[src/rtl/uart_baud_gen.sv]
// Fractional-N UART baud strobe generator: oversample, bit and mid-bit enables.
// Define UART_BAUD_CLK_OUT_EN to add the legacy square-wave output clk_rx.
module uart_baud_gen #(
    parameter int unsigned       FSYS_CLK     = 50_000_000,
    parameter int unsigned       BAUD_DEFAULT = 115200,
    parameter int unsigned       OVERSAMPLE   = 16,
    parameter int unsigned       ACC_W        = 24,
    parameter logic [ACC_W-1:0]  INC_DEFAULT  = ACC_W'(
        (64'(BAUD_DEFAULT) * 64'(OVERSAMPLE) * (64'd1 << ACC_W) + 64'(FSYS_CLK / 2))
        / 64'(FSYS_CLK)),
    localparam int unsigned      PHASE_W      = $clog2(OVERSAMPLE)
) (
    input  logic               clk_50mhz,
    input  logic               rst,
    input  logic               en,
    input  logic               realign,
    input  logic               cfg_wr,
    input  logic [ACC_W-1:0]   cfg_inc,
    output logic [ACC_W-1:0]   inc_q,
    output logic               os_tick,
    output logic               bit_tick,
    output logic               mid_tick,
    output logic [PHASE_W-1:0] os_phase
`ifdef UART_BAUD_CLK_OUT_EN
    ,
    output logic               clk_rx
`endif
);

    localparam logic [PHASE_W-1:0] PhaseLast = PHASE_W'(OVERSAMPLE - 1);
    localparam logic [PHASE_W-1:0] PhaseMid  = PHASE_W'(OVERSAMPLE / 2 - 1);

    logic [ACC_W-1:0]   acc_q, acc_d;
    logic [ACC_W-1:0]   inc_d;
    logic [PHASE_W-1:0] phase_q, phase_d;
    logic               os_q, os_d;
    logic               bit_q, bit_d;
    logic               mid_q, mid_d;
    logic [ACC_W:0]     sum;
    logic               carry;

    // Extra bit catches the overflow that marks one oversample period.
    assign sum   = {1'b0, acc_q} + {1'b0, inc_q};
    assign carry = sum[ACC_W];

    always_comb begin
        acc_d   = acc_q;
        phase_d = phase_q;
        inc_d   = cfg_wr ? cfg_inc : inc_q;
        os_d    = 1'b0;
        bit_d   = 1'b0;
        mid_d   = 1'b0;
        if (realign) begin
            acc_d   = '0;
            phase_d = '0;
        end else if (en) begin
            acc_d = sum[ACC_W-1:0];
            os_d  = carry;
            if (carry) begin
                if (phase_q == PhaseLast) begin
                    phase_d = '0;
                    bit_d   = 1'b1;
                end else begin
                    phase_d = phase_q + 1'b1;
                end
                mid_d = (phase_q == PhaseMid);
            end
        end
    end

    always_ff @(posedge clk_50mhz) begin
        if (rst) begin
            acc_q   <= '0;
            inc_q   <= INC_DEFAULT;
            phase_q <= '0;
            os_q    <= 1'b0;
            bit_q   <= 1'b0;
            mid_q   <= 1'b0;
        end else begin
            acc_q   <= acc_d;
            inc_q   <= inc_d;
            phase_q <= phase_d;
            os_q    <= os_d;
            bit_q   <= bit_d;
            mid_q   <= mid_d;
        end
    end

    assign os_tick  = os_q;
    assign bit_tick = bit_q;
    assign mid_tick = mid_q;
    assign os_phase = phase_q;

`ifdef UART_BAUD_CLK_OUT_EN
    logic clk_rx_q, clk_rx_d;

    // Toggles alongside each os_tick rise, so it runs at half the oversample rate.
    always_comb begin
        clk_rx_d = clk_rx_q;
        if (realign) begin
            clk_rx_d = 1'b0;
        end else if (en && carry) begin
            clk_rx_d = ~clk_rx_q;
        end
    end

    always_ff @(posedge clk_50mhz) begin
        if (rst) begin
            clk_rx_q <= 1'b0;
        end else begin
            clk_rx_q <= clk_rx_d;
        end
    end

    assign clk_rx = clk_rx_q;
`endif

endmodule

[config.mk]
export PLATFORM = sky130hd
export DESIGN_NAME = uart_baud_gen
export DESIGN_NICKNAME = d
export VERILOG_FILES = /design/src/rtl/uart_baud_gen.sv
export SDC_FILE = /design/constraint.sdc
export NUM_CORES = 1
export LEC_CHECK = 0
export ABC_CLOCK_PERIOD_IN_PS = 6400
export BUFFER_PORTS_ARGS = -buffer_cell sky130_fd_sc_hd__buf_2
export CAP_MARGIN = 15
export CORE_ASPECT_RATIO = 0.9
export CORE_MARGIN = 2
export CORE_UTILIZATION = 60
export CTS_CLUSTER_SIZE = 25
export DETAILED_ROUTE_END_ITERATION = 10
export PLACE_DENSITY = 0.85
export SLEW_MARGIN = 5
export SYNTH_ARGS = -nofsm -noshare
export SYNTH_HDL_FRONTEND = slang
export SYNTH_SLANG_ARGS = --single-unit
[constraint.sdc]
create_clock -name clk_50mhz -period 6.4 [get_ports clk_50mhz]
set_clock_uncertainty 0.1 [all_clocks]
set_input_delay 0.64 -clock clk_50mhz [delete_from_list [all_inputs] [get_ports clk_50mhz]]
set_output_delay 0.64 -clock clk_50mhz [all_outputs]
set_load 0.005 [all_outputs]
== Yosys cells after proc, flatten, opt, wreduce, memory -nomap -nowiden ==
Index checks and enable logic that the tools add are counted.
Cells by class
  bitwise gates (word level): 2
  multiplexer cells: 2
  add/sub/neg operators: 2
  reductions and logical operators: 4
  eq/ne operators: 2
Operator list (count)
  $add 24x24->25: 1
  $add 4x1->4 const B: 1
  $eq 4x3->1 const B: 1
  $eq 4x4->1 const B: 1
  $mux 4: 1
  $reduce_or 4->1: 1
  $reduce_or 3->1: 1
  $not 1->1: 2
  $reduce_and 2->1: 1
  $reduce_or 2->1: 1
  $mux 1: 1
Word-level totals
  output and inout bits: 31
  register bits after elaboration: 55

== Depth between registers and ports, before layout ==
Gate-level depths: netlist of run 1.
  word-level depth: 3
  mapped depth: 9
  depth with buffers taken out: 9

== Least setup slack after synthesis of run 1 ==
OpenSTA, ideal clock, no wires.
  path kind: register to register
  from: register inc_q[0]
  to: register phase_q[3], in the netlist os_phase[3]
  stages on the path, launching flop included: 10
  setup slack: 4065 ps
  required time: 6168 ps
  period minus slack after synthesis: 2335 ps
  setup time: 132 ps
  arrival: 2103 ps
  buffers on the path: 0
  cell sequence: dfxtp_1 -> ha_1 -> fa_1 -> a211oi_1 -> o21ai_2 -> o211ai_2 -> a21oi_2 -> or2_2 -> mux2i_1 -> a21oi_1
Between the ends
  longest elaborated chain between the ends: 2
RTL lines
  from (decl): line 19  | output logic [ACC_W-1:0] inc_q,
  from (signal assigned): line 81  | inc_q <= inc_d;
  $add 24x24->25: line 43  | assign sum = {1'b0, acc_q} + {1'b0, inc_q};
  $reduce_and 2->1 (no line)
  to (signal assigned): line 82  | phase_q <= phase_d;
  to (decl): line 35  | logic [PHASE_W-1:0] phase_q, phase_d;
Every way passes these cells.
A chain may end at the register's enable or synchronous reset.

== Worst setup path in the final report of run 1 ==
  from: register inc_q[0]
  to: register acc_q[18]
Between the ends
  longest elaborated chain between the ends: 1
RTL lines
  $add 24x24->25: line 43
  to (signal assigned): line 73  | acc_q <= '0;
  to (signal assigned): line 80  | acc_q <= acc_d;
  to (decl): line 33  | logic [ACC_W-1:0] acc_q, acc_d;
Every way passes these cells.

==> results of run 1 <==
-- cell usage in the layout, fill, tap and decap left out, types with 6 or more instances in the layout --
cell,instances
buf_2,59
dfxtp_1,55
nor2_1,32
a21oi_1,30
nand2_1,27
ha_1,25
mux2i_1,20
o21ai_0,17
nor2b_1,16
a211o_1,15
xnor2_1,10
nand3_1,9
a21o_1,8
nand4_1,7
o211ai_1,7
xor2_1,7
nand3b_1,7
a31oi_1,6
-- worst min-delay path, stage by stage (launching register included) --
cell and delay, ns:
dfxtp_1 0.33, nand2_1 0.05, o21ai_0 0.06
-- worst paths after layout --
path              from        end  slack [ns]
max           inc_q[0]  acc_q[18]        3.91
min          acc_q[17]  acc_q[17]        0.37
max reg2reg   inc_q[0]  acc_q[18]        3.91
min reg2reg  acc_q[17]  acc_q[17]        0.37
-- registers in the layout (all words and copies together), names as in the netlist --
name      count
os_tick       1
os_phase      4
mid_tick      1
inc_q        24
acc_q        24
bit_tick      1
-- routing by layer --
| layer | share of wire | global-route usage | vias to the layer above |
|---|---|---|---|
| met4 | 0.026 | 0.102 | 0 |
| met1 | 0.45 | 0.339 | 1340 |
| li1 | - | - | 1457 |
| met2 | 0.47 | 0.456 | 97 |
| met5 | 0 | 0 | - |
| met3 | 0.054 | 0.0430 | 16 |
-- Yosys cell counts, types with 4 or more instances --
master and count:
dfxtp_1 55, nor2_1 32, a21oi_1 30, nand2_1 27
ha_1 25, mux2i_1 20, o21ai_0 17, nor2b_1 16
a211o_1 15, clkbuf_1 11, xnor2_1 10, nand3_1 9
a21o_1 8, nand3b_1 7, nand4_1 7, o211ai_1 7
xor2_1 7, a31oi_1 6, nor3_1 5, and2_1 4
inv_1 4
-- cell type report --
class / instances / area [um^2] / area share
Timing Repair Buffer: 60 / 303 / 0.0833
Clock inverter: 3 / 22.5 / 0.00620
Tap cell: 67 / 83.8 / 0.0231
Sequential cell: 55 / 1100 / 0.303
Inverter: 4 / 15.0 / 0.00413
Clock buffer: 5 / 68.8 / 0.0189
Multi-Input combinational cell: 293 / 2040 / 0.561
-- stage by stage --
stage / power, W / instances
finish: 0.000754 / 487
global route: 0.000796 / 487
CTS: 0.000756 / 487
detailed placement: 0.000557 / 479
global placement: 0.000552 / 479
floorplan: 0.000510 / 369
-- where the power goes --
| group | switching (W) | leakage, nW | total [W] | internal [W] |
|---|---|---|---|---|
| Clock | 0.000122 | 0.0489 | 0.000201 | 0.0000795 |
| Sequential | 0.0000133 | 0.452 | 0.000374 | 0.000360 |
| Combinational | 0.000103 | 1.14 | 0.000179 | 0.0000766 |
-- kinds of logic (layout without fill, tap and decap cells) --
family | after synthesis | in the layout
AO/OA/AOI/OAI | 106 | 106
XOR/XNOR | 17 | 17
adder cells (fa/ha/maj) | 26 | 26
buffers and inverters | 21 | 72
flip-flops | 55 | 55
multiplexers | 20 | 20
AND/OR/NAND/NOR | 124 | 124
==> results.yml, run 1 <==
run_status:
  status: "completed"
setup_path:
  cp-end-kind: "register"
  crit_path_max_fanout: 4
  max_stage_delay_ns: 0.43
  crit_slowest_cell: "fa_1"
  crit_buf_inv: 0
  crit_chain: "ha_1 -> fa_1 -> a211oi_1 -> o21ai_2 -> o21ai_0 -> nand2_1 -> a31oi_1 -> xor2_1 -> o21ai_0"
  reg2regPathDepth: 9
  crit_family: "compound AO/OA/AOI/OAI gates"
  cp.arrival_ns: 2.60
  start_kind: "register"
  cp.required_ns: 6.51
  cp.depth: 9
  cpMostUsedCell: "o21ai_0"
  critical_path_class: "register to register"
synth:
  yosys_warnings: 0
  synth_compound_area_frac: 0.219
  synth_top_family_by_area: "compound AO/OA/AOI/OAI gates"
  synth_top_area_frac: 0.341
  synthSimpleGateAreaFrac: 0.203
  syn_area_um2: 3220
  async_flop_share: 0
  synth_edf_count: 0
  ys_top_cells_by_area: "dfxtp_1 34%, ha_1 9.7%, mux2i_1 6.2%, a21oi_1 4.7%, a211o_1 4.1%"
  ys_ff_latch: 55
  synthMuxAreaShare: 0.0621
  synthAdderAreaFrac: 0.103
  synth_area_leader_cell: "dfxtp_1"
  seq_area_frac_synth: 0.341
  ys_types: 51
  synth.net_count: 424
  synth_ff_type: "dfxtp_1"
  synth-xor-area-share: 0.0462
  synth.avg_cell_area_um2: 8.74
  synthCells: 369
final_layout:
  drive_above_1_share: 0.188
  final_util: 0.696
  syn2layout_area_growth_pct: 12.7
  nets: 474
  diodes: 0
  fin_area_um2: 3630
  fillers: 438
route:
  wl_per_cell_um: 15.5
  viasPerCell: 5.98
  first_pass_iters: 5
  drt-total-wl_um: 7570
  drc: 0
  drt.antenna.violating_nets: 0
  vias: 2910
  drt-initial-drc-count: 161
grt:
  first_global_vias: 2679
  overflow: 0
  track_usage: 0.268
  antenna_found_initial: 0
  grt_max_degree: 40
  grt_pass1_wl_um: 12500
job:
  drv_cap: 0
sta:
  hold_ws_ns: 0.373
  rsz0062_at_grt: "no"
  finalCritPeriodShare: 0.390
  slew_viol_final: 0
  maxSlewHeadroom: 0.482
  period_minus_slack_ns: 2.49
  tightest_slew_ns: 0.777
  hold_viol_final: 0
  timing.fmax_mhz: 401
  layout_setup_ws_ns: 3.91
  tns_ns: 0
  setup_viol: 0
floorplanning:
  rows: 25
  dieArea_um2: 5980
  die_y_um: 73.5
  start_util: 0.617
  core_area_um2: 5220
  die_w_um: 81.3
  ios: 60
cts:
  postCtsSetupRepairBufs: 0
  cts.sinks: 55
  cts_buffers: 5
  cts_tree: "yes"
  root_buffer: "clkbuf_8"
  hold_buffers: 0
  cts_max_path_buffers: 2
  h-tree-depth: 2
  cts_resized: 0
  clk_pin_slew_ns: 0.10
  clock_latency_ns: 0.32
placement:
  io_buffers: 59
  gp_congestion: 0.941
  place_ws_ns: 3.92
  placed_area_um2: 3540
  dpl.hpwl_um: 5640
hold_path:
  holdPathStages: 2
  hold_class: "register to register"
power:
  leakage_nw: 1.64
  powerDensity_nw_per_um2: 207
  irDropWorstVdd_mv: 0.162
No activity file was read; power rests on OpenSTA's default activity.
==> inputs of run 2 (changes only) <==
--- a/config.mk
+++ b/config.mk
@@ -5,15 +5,15 @@
 export SDC_FILE = /design/constraint.sdc
 export NUM_CORES = 1
 export LEC_CHECK = 0
-export ABC_CLOCK_PERIOD_IN_PS = 6400
+export ABC_CLOCK_PERIOD_IN_PS = 2200
 export BUFFER_PORTS_ARGS = -buffer_cell sky130_fd_sc_hd__buf_2
 export CAP_MARGIN = 15
 export CORE_ASPECT_RATIO = 0.9
 export CORE_MARGIN = 2
-export CORE_UTILIZATION = 60
+export CORE_UTILIZATION = 50
 export CTS_CLUSTER_SIZE = 25
 export DETAILED_ROUTE_END_ITERATION = 10
-export PLACE_DENSITY = 0.85
+export PLACE_DENSITY = 0.76
 export SLEW_MARGIN = 5
 export SYNTH_ARGS = -nofsm -noshare
 export SYNTH_HDL_FRONTEND = slang
==> constraint.sdc (replaced) <==
create_clock -name clk_50mhz -period 2.2 [get_ports clk_50mhz]
set_clock_uncertainty 0.1 [all_clocks]
set_input_delay 0.22 -clock clk_50mhz [delete_from_list [all_inputs] [get_ports clk_50mhz]]
set_output_delay 0.22 -clock clk_50mhz [all_outputs]
set_load 0.005 [all_outputs]
==> run 2 against run 1 <==
Clock power rose to 3.1 times the previous value. Via count rose by 6.2%. Cell count rose by 11%. Critical path depth did not move. Largest power group unchanged. Clock-buffer cell count rose by 3. First-iteration DRC count did not move. Global-route usage fell by 3.9 points. Non-clock buffer count rose by 35. The run now ends with negative setup slack left. Largest cell class unchanged. Critical endpoint is now acc_q[12]. Worst setup slack got worse by 3.9 ns. Hold slack got worse by 0.36 ns. Maximum frequency rose by 12%. Die area rose by 19%.
==> results.yml, run 2 (synthesized netlist as in run 1, its figures left out) <==
run_status:
  status: "finished, violations left"
  failed_checks: "negative setup slack"
floorplanning:
  start_util: 0.522
  die_w_um: 88.6
  ios: 60
  die_y_um: 80.2
  rows: 27
  dieArea_um2: 7110
  core_area_um2: 6180
setup_path:
  critical_path_class: "register to register"
  max_stage_delay_ns: 0.35
  cp.arrival_ns: 2.34
  cp-end-kind: "register"
  crit-reg2reg-launch: "acc_q[0]"
  cp.required_ns: 2.31
  crit_buf_inv: 0
  reg2regPathDepth: 9
  cp.depth: 9
  crit_chain: "ha_4 -> fa_2 -> a211oi_2 -> o21ai_2 -> o21ai_1 -> a21oi_1 -> nor2b_1 -> nor4b_1 -> a211o_1"
  crit_family: "compound AO/OA/AOI/OAI gates"
  crit_slowest_cell: "fa_2"
  worstReg2RegEnd: "acc_q[12]"
  reg2reg_slack_ns: -0.03
  crit_path_max_fanout: 3
  start_kind: "register"
sta:
  tightest_slew_ns: 0.764
  rsz0062_at_grt: "yes"
  maxSlewHeadroom: 0.491
  hold_ws_ns: 0.0105
  slew_viol_final: 0
  finalCritPeriodShare: 1.01
  hold_viol_final: 0
  period_minus_slack_ns: 2.23
  timing.fmax_mhz: 449
  setup_viol: 4
  layout_setup_ws_ns: -0.0293
power:
  power_frac_comb: 0.283
  p_switching_w: 0.000727
  powerDensity_nw_per_um2: 570
  netSwitchingFraction: 0.303
  internal_power_w: 0.00167
  leakage_nw: 1.81
  clkPwrFrac: 0.258
  irDropWorstVdd_mv: 0.353
  pwr-share-seq: 0.459
cts:
  root_buffer: "clkbuf_8"
  cts_tree: "yes"
  cts_max_path_buffers: 2
  h-tree-depth: 2
  clock_latency_ns: 0.32
  cts.sinks: 55
  cts_buffers: 5
  hold_buffers: 0
  clk_pin_slew_ns: 0.09
grt:
  first_global_vias: 2781
  grt_max_degree: 40
  grt_pass1_wl_um: 12800
  antenna_found_initial: 0
  track_usage: 0.228
  overflow: 0
placement:
  dp_cells: 528
  io_buffers: 59
  dpl.hpwl_um: 5980
  gp_congestion: 0.923
final_layout:
  drive_above_1_share: 0.334
  final_cell_mix: "59 x buf_2, 50 x dfxtp_1, 35 x buf_4, 30 x nor2_1, 25 x nand2_1"
  syn2layout_area_growth_pct: 30.5
  final_util: 0.681
  finalNonFillerCells: 542
  diodes: 0
  nets: 509
  final_common_cell: "buf_2"
hold_path:
  hold_class: "primary input to register"
  holdPathStages: 2
  holdPathEnd: "inc_q[8]"
  min_from: "cfg_inc[8]"
route:
  first_pass_iters: 5
  viasPerCell: 5.70
  drt-initial-drc-count: 161
  drt-total-wl_um: 8360
  vias: 3090
  drt.antenna.violating_nets: 0
  wl_per_cell_um: 15.4
  drc: 0
job:
  drv_cap: 0
run 2: metal layers:
layer	vias to the layer above	global-route usage	share of wire
li1	1525	-	-
met1	1474	0.313	0.47
met2	78	0.375	0.48
met3	13	0.0349	0.036
met4	0	0.0530	0.014
met5	-	0	0
run 2: worst register-to-register path, stage by stage (launching register included):
cell and delay [ns]:
dfxtp_1 0.34, ha_4 0.17, fa_2 0.35, a211oi_2 0.21, o21ai_2 0.12, o21ai_1 0.24
a21oi_1 0.10, nor2b_1 0.19, nor4b_1 0.08, a211o_1 0.23
run 2: layout make-up:
class	count	area [um^2]
Inverter	4	15.0
Tap cell	87	109
Timing Repair Buffer	95	569
Multi-Input combinational cell	293	2310
Sequential cell	55	1110
Clock buffer	8	100
Fill cell	501	1970
run 2: power by group through the flow:
stage               registers (W)  clock network [W]  logic, W
floorplan                 0.00110                  0  0.000382
global placement          0.00111                  0  0.000573
detailed placement        0.00111                  0  0.000585
CTS                       0.00109           0.000630  0.000601
global route              0.00111           0.000666  0.000745
finish                    0.00110           0.000620  0.000680
run 2: per-stage QoR:
stage                     setup WS (ns)  power [W]  setup TNS (ns)  instance area (um^2)
after CTS                       0.00782    0.00232               0                  3930
after global routing             -0.116    0.00252          -0.949                  4210
final                           -0.0293    0.00240         -0.0594                  4210
after floorplan                  0.0107    0.00149               0                  3230
after global placement          -0.0161    0.00168         -0.0364                  3790
after detailed placement        -0.0887    0.00169          -0.344                  3790
run 2: worst max path at each step:
stage	start	to	slack, ns
3_5_place_dp	inc_q[0]	acc_q[18]	-0.09
6_report	acc_q[0]	acc_q[12]	-0.03
4_1_cts	inc_q[0]	acc_q[18]	0.008
2_1_floorplan	inc_q[0]	os_phase[3]	0.01
3_3_place_gp	inc_q[10]	acc_q[23]	-0.02
5_1_grt	inc_q[0]	acc_q[12]	-0.12
run 2: repair_timing:
item                       CTS  global route
resized for setup            9            42
pin swaps                    2            14
setup endpoints to repair   13            20
buffers inserted             1             5
==> inputs of run 3 (changes only) <==
--- a/config.mk
+++ b/config.mk
@@ -9,7 +9,6 @@
 export BUFFER_PORTS_ARGS = -buffer_cell sky130_fd_sc_hd__buf_2
 export CAP_MARGIN = 15
 export CORE_ASPECT_RATIO = 0.9
-export CORE_MARGIN = 2
 export CORE_UTILIZATION = 50
 export CTS_CLUSTER_SIZE = 25
 export DETAILED_ROUTE_END_ITERATION = 10
==> run 3 against run 2 <==
Worst setup slack better by 0.023 ns. Via count rose by 1.5%. Register-to-register slack better by 0.02 ns. Total power barely moved. Critical path type unchanged. Global-route usage is 1.8 points higher. The flow still finishes with violations (negative setup slack). Clock power shrank 5.0%. Critical endpoint is now os_phase[3]. Cell count rose by 2.6%.
==> results.yml, run 3 (synthesized netlist as in run 1, its figures left out) <==
final_layout:
  syn2layout_area_growth_pct: 34.7
  final_common_cell: "buf_2"
  final_cell_mix: "59 x buf_2, 46 x dfxtp_1, 46 x buf_4, 31 x nor2_1"
  final_util: 0.702
  fillers: 489
  nets: 523
  diodes: 0
  drive_above_1_share: 0.360
sta:
  layout_setup_ws_ns: -0.00626
  period_minus_slack_ns: 2.21
  tns_ns: -0.00626
  hold_viol_final: 0
  timing.fmax_mhz: 453
  setup_viol: 1
  finalCritPeriodShare: 1.00
  tightest_slew_ns: 0.449
  slew_viol_final: 0
  rsz0062_at_grt: "yes"
  maxSlewHeadroom: 0.701
grt:
  overflow: 0
  grt_pass1_wl_um: 13300
  grt_max_degree: 25
  antenna_found_initial: 0
  first_global_vias: 2928
  track_usage: 0.246
floorplanning:
  core_area_um2: 6180
  ios: 60
  rows: 27
  dieArea_um2: 6770
  die_y_um: 78.2
  start_util: 0.522
  die_w_um: 86.6
power:
  irDropWorstVdd_mv: 0.381
  leakage_nw: 1.88
  powerDensity_nw_per_um2: 553
setup_path:
  crit_path_max_fanout: 3
  max_stage_delay_ns: 0.33
  critical_path_class: "register to register"
  reg2regPathDepth: 9
  reg2reg_slack_ns: -0.006
  cp-end-kind: "register"
  worstReg2RegEnd: "os_phase[3]"
  cp.required_ns: 2.30
  crit_chain: "ha_1 -> buf_4 -> a21oi_1 -> o211ai_1 -> a21oi_2 -> a21oi_2 -> or2_4 -> mux2i_1 -> a21oi_1"
  start_kind: "register"
  crit_slowest_cell: "dfxtp_1"
  crit-reg2reg-launch: "inc_q[9]"
  cp.arrival_ns: 2.31
route:
  vias: 3136
  drt-initial-drc-count: 127
  viasPerCell: 5.64
  drt-total-wl_um: 8510
  drt.antenna.violating_nets: 0
  wl_per_cell_um: 15.3
  drc: 0
  first_pass_iters: 4
cts:
  root_buffer: "clkbuf_8"
  clk_pin_slew_ns: 0.10
  cts.sinks: 55
  cts_buffers: 5
  cts_max_path_buffers: 2
  h-tree-depth: 2
  clock_latency_ns: 0.32
  cts_tree: "yes"
job:
  drv_cap: 0
placement:
  io_buffers: 59
  dpl.hpwl_um: 6090
  gp_congestion: 0.879
hold_path:
  hold_class: "primary input to register"
  holdPathEnd: "inc_q[9]"
  min_from: "cfg_inc[9]"
  holdPathStages: 2
run_status:
  failed_checks: "negative setup slack"
  status: "finished, violations left"
==> run 3: repair_timing <==
action | CTS | global route
endpoints found under the setup margin | 14 | 19
resized for setup | 15 | 41
hold endpoints to repair | 0 | 3
hold buffers | 0 | 3
setup buffers | 4 | 6
pin swaps | 12 | 10
==> run 3: per-stage QoR <==
| step | cell area, um^2 | std cells | worst slack (ns) | power (W) | hold WS [ns] |
|---|---|---|---|---|---|
| 3_5_place_dp | 3860 | 535 | -0.0983 | 0.00171 | 0.333 |
| 3_3_place_gp | 3860 | 535 | -0.0322 | 0.00169 | 0.325 |
| 5_1_grt | 4340 | 556 | -0.108 | 0.00253 | 0.00500 |
| 2_1_floorplan | 3230 | 369 | 0.0107 | 0.00149 | 0.238 |
| 6_report | 4340 | 556 | -0.00626 | 0.00240 | 0.000622 |
| 4_1_cts | 4050 | 547 | -0.0387 | 0.00231 | 0.00311 |
==> run 3: area by class of cell <==
| class | count | area [um^2] | share of cell area |
|---|---|---|---|
| Tap cell | 87 | 109 | 0.0251 |
| Clock buffer | 5 | 68.8 | 0.0158 |
| Timing Repair Buffer | 109 | 691 | 0.159 |
| Clock inverter | 3 | 25.0 | 0.00576 |
| Sequential cell | 55 | 1110 | 0.256 |
| Multi-Input combinational cell | 293 | 2320 | 0.535 |
| Inverter | 4 | 15.0 | 0.00346 |
==> run 3: metal layers <==
| layer | part of all wire | up-vias | GRT usage |
|---|---|---|---|
| met4 | 0.021 | 0 | 0.0783 |
| li1 | - | 1558 | - |
| met5 | 0 | - | 0 |
| met1 | 0.46 | 1451 | 0.321 |
| met3 | 0.056 | 26 | 0.0442 |
| met2 | 0.47 | 101 | 0.410 |
==> run 3: how the worst max path moves through the flow <==
stage	slack, ns	end	start	cells after the start
6_report	-0.006	os_phase[3]	inc_q[9]	9
5_1_grt	-0.11	os_phase[0]	acc_q[0]	10
4_1_cts	-0.04	os_phase[0]	acc_q[0]	10
3_5_place_dp	-0.1	acc_q[18]	inc_q[0]	9
3_3_place_gp	-0.03	os_phase[3]	inc_q[0]	9
2_1_floorplan	0.01	os_phase[3]	inc_q[0]	9
==> run 3: power by group <==
group          leakage (nW)  internal [W]  switching (W)
clock                0.0443      0.000229       0.000360
sequential            0.452       0.00105      0.0000507
combinational          1.38      0.000353       0.000358
total                  1.88       0.00163       0.000769
==> run 3: worst max-delay path, delay by kind of cell, from the launching register on <==
kind                     cells  cell delay [ns]
AO/OA/AOI/OAI                5             0.77
flip-flops                   1             0.33
adder cells (fa/ha/maj)      1             0.33
AND/OR/NAND/NOR              1             0.23
buffers and inverters        1             0.16
multiplexers                 1             0.16
